**src/rtl/mem_port_arbiter.sv**
```systemverilog
// Shared OBI-style memory port: fetch and data access take turns
// on one bus, one transaction in flight, data first unless fetch starves.
module mem_port_arbiter #(
  parameter int ADDR_W       = 32,
  parameter int DATA_W       = 32,
  parameter int STARVE_LIMIT = 4
) (
  input  logic              clk_i,
  input  logic              rst_ni,
  input  logic              imem_req_i,
  input  logic [ADDR_W-1:0] imem_addr_i,
  output logic              imem_gnt_o,
  output logic              imem_rvalid_o,
  output logic [DATA_W-1:0] imem_rdata_o,
  input  logic              dmem_req_i,
  input  logic              dmem_we_i,
  input  logic [DATA_W/8-1:0] dmem_be_i,
  input  logic [ADDR_W-1:0] dmem_addr_i,
  input  logic [DATA_W-1:0] dmem_wdata_i,
  output logic              dmem_gnt_o,
  output logic              dmem_rvalid_o,
  output logic [DATA_W-1:0] dmem_rdata_o,
  output logic              bus_req_o,
  output logic              bus_we_o,
  output logic [DATA_W/8-1:0] bus_be_o,
  output logic [ADDR_W-1:0] bus_addr_o,
  output logic [DATA_W-1:0] bus_wdata_o,
  input  logic              bus_gnt_i,
  input  logic              bus_rvalid_i,
  input  logic [DATA_W-1:0] bus_rdata_i,
  output logic              imem_stall_o,
  output logic              dmem_stall_o
);

  localparam int BE_W  = DATA_W / 8;
  localparam int CNT_W =
    (STARVE_LIMIT > 0) ? $clog2(STARVE_LIMIT + 1) : 1;
  localparam logic [CNT_W-1:0] LIMIT = CNT_W'(STARVE_LIMIT);
  localparam bit STARVE_EN = (STARVE_LIMIT != 0);

  typedef enum logic [1:0] {
    IDLE,
    ADDR,
    RESP
  } state_e;

  typedef enum logic [1:0] {
    OWN_NONE,
    OWN_IMEM,
    OWN_DMEM
  } owner_e;

  state_e            state_q;
  owner_e            owner_q;
  logic              bubble_q;
  logic [CNT_W-1:0]  starve_q;
  logic              we_q;
  logic [BE_W-1:0]   be_q;
  logic [ADDR_W-1:0] addr_q;
  logic [DATA_W-1:0] wdata_q;

  logic arb_en;
  logic force_imem;
  logic pick_imem;
  logic rsp;

  // Arbitrate only in a non-bubble IDLE cycle; starved fetch overrides data.
  always_comb begin
    arb_en = rst_ni & (state_q == IDLE) & ~bubble_q
           & (imem_req_i | dmem_req_i);
    force_imem = STARVE_EN & imem_req_i & (starve_q == LIMIT);
    pick_imem  = imem_req_i & (~dmem_req_i | force_imem);
    rsp = rst_ni & (state_q == RESP) & bus_rvalid_i;
  end

  // Bus fields: winner's live fields while arbitrating, latched in ADDR.
  always_comb begin
    bus_req_o   = 1'b0;
    bus_we_o    = 1'b0;
    bus_be_o    = '0;
    bus_addr_o  = '0;
    bus_wdata_o = '0;
    if (arb_en) begin
      bus_req_o = 1'b1;
      if (pick_imem) begin
        bus_be_o   = '1;
        bus_addr_o = imem_addr_i;
      end else begin
        bus_we_o    = dmem_we_i;
        bus_be_o    = dmem_be_i;
        bus_addr_o  = dmem_addr_i;
        bus_wdata_o = dmem_wdata_i;
      end
    end else if (rst_ni && state_q == ADDR) begin
      bus_req_o   = 1'b1;
      bus_we_o    = we_q;
      bus_be_o    = be_q;
      bus_addr_o  = addr_q;
      bus_wdata_o = wdata_q;
    end
  end

  // Requester handshakes, response routing and stall signals.
  always_comb begin
    imem_gnt_o = bus_gnt_i & bus_req_o
               & (arb_en ? pick_imem : (owner_q == OWN_IMEM));
    dmem_gnt_o = bus_gnt_i & bus_req_o
               & (arb_en ? ~pick_imem : (owner_q == OWN_DMEM));
    imem_rvalid_o = rsp & (owner_q == OWN_IMEM);
    dmem_rvalid_o = rsp & (owner_q == OWN_DMEM);
    imem_rdata_o  = imem_rvalid_o ? bus_rdata_i : '0;
    dmem_rdata_o  = dmem_rvalid_o ? bus_rdata_i : '0;
    imem_stall_o = rst_ni & ~imem_rvalid_o
                 & (imem_req_i | (owner_q == OWN_IMEM));
    dmem_stall_o = rst_ni & ~dmem_rvalid_o
                 & (dmem_req_i | (owner_q == OWN_DMEM));
  end

  // Transaction FSM, owner/field latches and starvation counter.
  always_ff @(posedge clk_i or negedge rst_ni) begin
    if (!rst_ni) begin
      state_q  <= IDLE;
      owner_q  <= OWN_NONE;
      bubble_q <= 1'b0;
      starve_q <= '0;
      we_q     <= 1'b0;
      be_q     <= '0;
      addr_q   <= '0;
      wdata_q  <= '0;
    end else begin
      bubble_q <= 1'b0;
      unique case (state_q)
        IDLE: begin
          if (arb_en) begin
            owner_q <= pick_imem ? OWN_IMEM : OWN_DMEM;
            we_q    <= bus_we_o;
            be_q    <= bus_be_o;
            addr_q  <= bus_addr_o;
            wdata_q <= bus_wdata_o;
            state_q <= bus_gnt_i ? RESP : ADDR;
            if (!pick_imem && imem_req_i) begin
              if (starve_q != LIMIT) starve_q <= starve_q + 1'b1;
            end else begin
              starve_q <= '0;
            end
          end
        end
        ADDR: begin
          if (bus_gnt_i) state_q <= RESP;
        end
        RESP: begin
          if (bus_rvalid_i) begin
            state_q  <= IDLE;
            owner_q  <= OWN_NONE;
            bubble_q <= 1'b1;
          end
        end
        default: begin
          state_q <= IDLE;
          owner_q <= OWN_NONE;
        end
      endcase
    end
  end

endmodule

```
**config.mk**
```make
export PLATFORM = sky130hd
export DESIGN_NAME = mem_port_arbiter
export DESIGN_NICKNAME = d
export VERILOG_FILES = /design/src/rtl/mem_port_arbiter.sv
export SDC_FILE = /design/constraint.sdc
export NUM_CORES = 1
export LEC_CHECK = 0
export BUFFER_PORTS_ARGS = -buffer_cell sky130_fd_sc_hd__buf_2
export CAP_MARGIN = 15
export CORE_UTILIZATION = 42
export CTS_BUF_LIST = sky130_fd_sc_hd__clkbuf_4 sky130_fd_sc_hd__clkbuf_8
export CTS_CLUSTER_DIAMETER = 50
export CTS_CLUSTER_SIZE = 20
export DETAILED_ROUTE_END_ITERATION = 7
export PLACE_DENSITY = 0.9
export RECOVER_POWER = 25
export SYNTH_ARGS = -nofsm -noshare
export SYNTH_HDL_FRONTEND = slang
export SYNTH_SLANG_ARGS = --single-unit
```
**constraint.sdc**
```tcl
create_clock -name clk_i -period 1.99 [get_ports clk_i]
set_input_delay 0.2985 -clock clk_i [delete_from_list [all_inputs] [get_ports clk_i]]
set_output_delay 0.2985 -clock clk_i [all_outputs]
set_load 0.01 [all_outputs]
```
### After elaboration in Yosys (flattened, before gate mapping)

Cells that the tools add are included.

| word-level totals | value |
|---|---|
| logic and storage cells | 83 |
| register bits after elaboration | 77 |
| input port bits | 139 |
| output and inout port bits | 140 |

| cells by class | value |
|---|---|
| reduce and logical (&&, ||, !) cells | 8 |
| equal/unequal tests | 10 |
| add/sub/neg operators | 1 |
| bitwise logic cells | 26 |
| multiplexer cells | 30 |

Operator list:

| operator | count |
|---|---|
| $mux W32 | 8 |
| $and A1 B1 Y1 | 16 |
| $mux W2 | 6 |
| $mux W4 | 3 |
| $pmux W2 S3 | 2 |
| $mux W1 | 9 |
| $reduce_and A3 Y1 | 3 |
| $mux W3 | 2 |
| $ne A2 B2 Y1 const B | 3 |
| $not A1 Y1 | 6 |
| $eq A2 B1 Y1 const B | 2 |
| $eq A2 B2 Y1 const B | 2 |
| $or A1 B1 Y1 | 4 |
| $add A3 B1 Y3 const B | 1 |
| $eq A3 B3 Y1 const B | 1 |
| $ne A3 B3 Y1 const B | 1 |
| $logic_and A1 B1 Y1 | 2 |
| $logic_not A2 Y1 | 1 |
| $ne A2 B1 Y1 const B | 1 |
| $reduce_and A2 Y1 | 1 |
| $logic_not A1 Y1 | 1 |

### Logic depth before layout (Yosys ltp)

| logic depth | value |
|---|---|
| depth in word-level cells | 8 |
| gate-level depth with buffers | 7 |
| mapped depth without buffers | 5 |

### Worst setup path before layout

OpenSTA, ideal clock, no wires.

| timing | value |
|---|---|
| path kind | flip-flop to output port |
| start | register state_q[1] |
| end | output bus_wdata_o[13] |
| data required time | 1.691 ns |
| arrival | 1.831 ns |
| path buffers | 4 |
| setup slack | -0.140 ns |
| stages on the path, launching flop included | 8 |
| path through | dfrtp_1 -> buf_2 -> or4b_1 -> buf_2 -> a211oi_4 -> buf_4 -> buf_6 -> a22o_1 |

| between the ends | value |
|---|---|
| cells in the longest elaborated chain, start to end | 5 |
| elaborated cells between the ends (all ways) | 8 |
| those cells by class | eq/ne: 1; mux: 2; bitwise: 3; reduce/logical: 2 |

Ends and longest elaborated chain:

| what | RTL line | source |
|---|---|---|
| start: declaration | 53 | `state_e state_q;` |
| start signal: assignment | 140 | `state_q <= bus_gnt_i ? RESP : ADDR;` |
| $logic_not A2 Y1 | 69 | `arb_en = rst_ni & (state_q == IDLE) & ~bubble_q` |
| $and A1 B1 Y1 (2 in a row) | 69 |  |
| $and A1 B1 Y1 | 70 | `& (imem_req_i \| dmem_req_i);` |
| $mux W32 * | 83 | `if (arb_en) begin` |
| end: declaration | 27 | `output logic [DATA_W-1:0] bus_wdata_o,` |

Mark *: on every way between the ends. The rest lies on a longest branch, timed or not.

### Final worst setup path

| timing | value |
|---|---|
| start | register state_q[0] |
| end | output bus_wdata_o[22] |

Same word-level chain as after synthesis.

==> results.toml <==
[status]
outcome = "complete, but fails checks"
failed_checks = "design-rule violations, max-capacitance violations, max-slew violations, negative setup slack"

[critical_path]
sort_of_element_at_the_end_of_the_critical_path = "output pin"
crit_fanout = 46
r2r.worst_path.cells = 5
timing.rr.start = "state_q[0]$_DFFE_PN0P_"
cp_data_required_time_ps = 1690
startpoint_class_of_the_critical_path = "register"
rr_endpoint = "wdata_q[15]$_DFFE_PN0P_"
critical_path_arrival_ps = 2160
regToRegSetupSlack_ps = 40
setup.worst_path.class = "register to output pin"

[min_path]
worst_case_hold_path_end_point = "we_q$_DFFE_PN0P_"
cells_on_worst_hold_path = 2
worst_hold_path_type = "input port to register"
timing.hold.worst.start = "dmem_we_i"

[cells_and_area]
n_fill_cell = 826
fraction_of_final_layout_cells_sized_beyond_drive_strength_1 = 0.509
final_cell_area_sq_um = 8240
nets = 1041
antennaDiodeCount = 0
multi_input_gate_area_sq_um = 3240
area_growth_pct = 63.5
final_core_utilization = 0.713
instances_no_fill = 1048
seqCellArea_sq_um = 1930

[clock_tree]
clkLatencyLatePin_ps = 350
clock_root_buffer = "sky130_fd_sc_hd__clkbuf_8"
cts_max_level = 3
clk_path_buf_depth = 2
tritoncts = "built"
clock-sinks = 77
cts.reportedPaths.clkPinSlew_ps = 90
cts_buffers = 9

[sta]
worst_pin_slew_ps = 1650
setup_tns_ps = -42320
final_period_util = 1.23
clock.fmax_mhz = 407
worst_slack_setup_final_ps = -466
finalWorstPathRequiredPeriod_ps = 2460
rsz0062_at_grt = "true"
finalHoldViolCount = 0
relSlewSlack = -0.0973
clock_skew_ps = 17.6
setup_viol_count_final = 138
final_max_slew_viol_count = 32

[run]
max-cap-violations = 1

[logic_synthesis]
yosys_most_used_dff = "sky130_fd_sc_hd__dfrtp_1"
mappedNetlistNets = 744
yosysTopAreaCell = "sky130_fd_sc_hd__dfrtp_1"
syn_avg_cell_area_sq_um = 8.36
synth_warnings = 0
post_synth_num_cell_types = 37
yosysTopAreaCellShare = 0.382
yosys.cell_count.top_type = "sky130_fd_sc_hd__a22o_1"
netlist_top_cells_area = "sky130_fd_sc_hd__dfrtp_1 38%, sky130_fd_sc_hd__a22o_1 17%, sky130_fd_sc_hd__and2_1 8.2%, sky130_fd_sc_hd__nand2_1 5.4%, sky130_fd_sc_hd__o21ai_0 4.9%"
async_reset_ff_frac = 1.00
register_area_share_after_synthesis = 0.382
synth.cells.most_frequent = "98 x sky130_fd_sc_hd__a22o_1, 77 x sky130_fd_sc_hd__dfrtp_1, 72 x sky130_fd_sc_hd__nand2_1"
postSynthRegisterBits = 77
synth-edff-count = 0
mappedNetlistArea_sq_um = 5040
synthesis.instances = 603

[grt]
via_count_of_the_first_global_routing_pass = 5661
grt_overflow_total = 0
grt_first_pass_wirelength_mm = 29.6
maximum_number_of_pins_on_one_net_before_global_route_repair = 65
grt_usage = 0.298
antenna_found_initial = 0

[drt]
initialDrtViolationCount = 752
vias = 6467
drc = 17
dr.pass1.iters = 7
viasPerCell = 6.17
drt-wirelength-per-cell_microns = 20.5
final_ant_viol_nets = 0
drt-total-wl_mm = 21.5

[pwr]
power_internal_mw = 4.90
switching_share = 0.381
clkPwrFrac = 0.163
cellLeakagePower_nw = 4.10
comb_power_share = 0.482
power_per_cell_area_nw_per_um2 = 959
seq_power_share = 0.354
vdd_drop_max_mv = 0.502
power.switching_mw = 3.01

[floorplanning]
rows = 39
core_area_sq_um = 11600
die_width_microns = 112
floorplan.initialDensity = 0.436
floorplan.io_pins = 279
die_span_in_y_microns = 112
die_area_sq_um = 12400

[place]
placed_area_sq_um = 6730
buffer_ports.inserted = 278
post-place-ws_ps = -61.2
dp.final_hpwl_mm = 12.0
placedCellCount = 994
gpl.final_weighted_congestion = 0.799
final cells by class:
cell class | count | area share
tap | 143 | 0.0217
inverter | 3 | 0.00137
timing repair buffer | 357 | 0.323
clock buffer | 12 | 0.0200
clock inverter | 4 | 0.00653
multi-input combinational | 452 | 0.393
sequential | 77 | 0.234
power groups by stage:
| stage | combinational, mW | clock [mW] | sequential, mW |
|---|---|---|---|
| 2_1_floorplan | 2.03 | 0 | 2.65 |
| 3_3_place_gp | 3.02 | 0 | 2.74 |
| 3_5_place_dp | 3.10 | 0 | 2.76 |
| 4_1_cts | 3.52 | 1.31 | 2.74 |
| 5_1_grt | 4.08 | 1.39 | 2.86 |
| 6_report | 3.81 | 1.29 | 2.80 |
kinds of logic after synthesis:
kind of cell,after synthesis,share of synthesized area
AO/OA/AOI/OAI,259,0.356
AND/OR/NAND/NOR,191,0.195
flip-flops,77,0.382
buffers and inverters,74,0.0613
adder cells (fa/ha/maj),2,0.00496
worst max-delay path by stage:
stage	startpoint	end	slack (ps)	depth (start not counted)
4_1_cts	state_q[1]$_DFFE_PN0P_	bus_wdata_o[10]	-400	5
6_report	state_q[0]$_DFFE_PN0P_	bus_wdata_o[22]	-470	5
5_1_grt	state_q[0]$_DFFE_PN0P_	bus_wdata_o[22]	-510	5
3_5_place_dp	state_q[1]$_DFFE_PN0P_	bus_wdata_o[10]	-60	5
3_3_place_gp	state_q[1]$_DFFE_PN0P_	bus_wdata_o[10]	10	5
2_1_floorplan	state_q[1]$_DFFE_PN0P_	bus_wdata_o[23]	-120	7
sequential cells by signal, indices dropped and copies added (netlist names):
name / flops
addr_q: 32
starve_q: 3
owner_q: 2
we_q: 1
bubble_q: 1
wdata_q: 32
be_q: 4
state_q: 2
placed cells by master, fill, tap and decap left out, types with 3 or more instances in the layout:
cell | Yosys | routed
sky130_fd_sc_hd__clkbuf_8 | 0 | 12
sky130_fd_sc_hd__a21oi_4 | 0 | 3
sky130_fd_sc_hd__and2_1 | 66 | 25
sky130_fd_sc_hd__a21oi_1 | 37 | 33
sky130_fd_sc_hd__o21ai_0 | 49 | 45
sky130_fd_sc_hd__nand3_1 | 33 | 33
sky130_fd_sc_hd__nand2_1 | 72 | 71
sky130_fd_sc_hd__buf_4 | 1 | 42
sky130_fd_sc_hd__a31oi_1 | 32 | 32
sky130_fd_sc_hd__buf_2 | 10 | 233
sky130_fd_sc_hd__o22ai_2 | 0 | 17
sky130_fd_sc_hd__dfrtp_1 | 77 | 77
sky130_fd_sc_hd__buf_12 | 0 | 12
sky130_fd_sc_hd__a22o_1 | 98 | 98
sky130_fd_sc_hd__buf_6 | 2 | 58
sky130_fd_sc_hd__o22ai_1 | 32 | 9
sky130_fd_sc_hd__clkbuf_16 | 0 | 3
sky130_fd_sc_hd__o22ai_4 | 0 | 6
sky130_fd_sc_hd__o21ai_2 | 0 | 3
sky130_fd_sc_hd__buf_16 | 0 | 3
sky130_fd_sc_hd__bufbuf_16 | 0 | 3
sky130_fd_sc_hd__and2_4 | 0 | 41
critical path, cell delays in order, from the launching register on:
cell and delay, ps:
sky130_fd_sc_hd__dfrtp_1 420, sky130_fd_sc_hd__or4b_4 570, sky130_fd_sc_hd__a211oi_4 250, sky130_fd_sc_hd__buf_12 250, sky130_fd_sc_hd__a22o_1 180, sky130_fd_sc_hd__buf_2 130
routing by layer:
layer	wire, microns	track usage	vias to the layer above
li1	-	-	2827
met1	8140	0.394	3004
met2	10300	0.482	532
met3	2180	0.0484	104
met4	848	0.132	0
met5	0	0	-
through the flow:
| step | total power, mW | hold WS [ps] |
|---|---|---|
| finish | 7.91 | 186 |
| global placement | 5.76 | 475 |
| floorplan | 4.68 | 2.91 |
| detailed placement | 5.86 | 473 |
| global route | 8.32 | 179 |
| CTS | 7.57 | 85.0 |
repair_timing:
| item | CTS | global route |
|---|---|---|
| gates cloned | 14 | 5 |
| endpoints found under the setup margin | 137 | 138 |
| pin swaps | 16 | 73 |
| gates resized for setup | 69 | 125 |
| hold buffers | 0 | 0 |
| setup buffers | 21 | 8 |
Note: power is estimated with default switching activity, not from simulation.
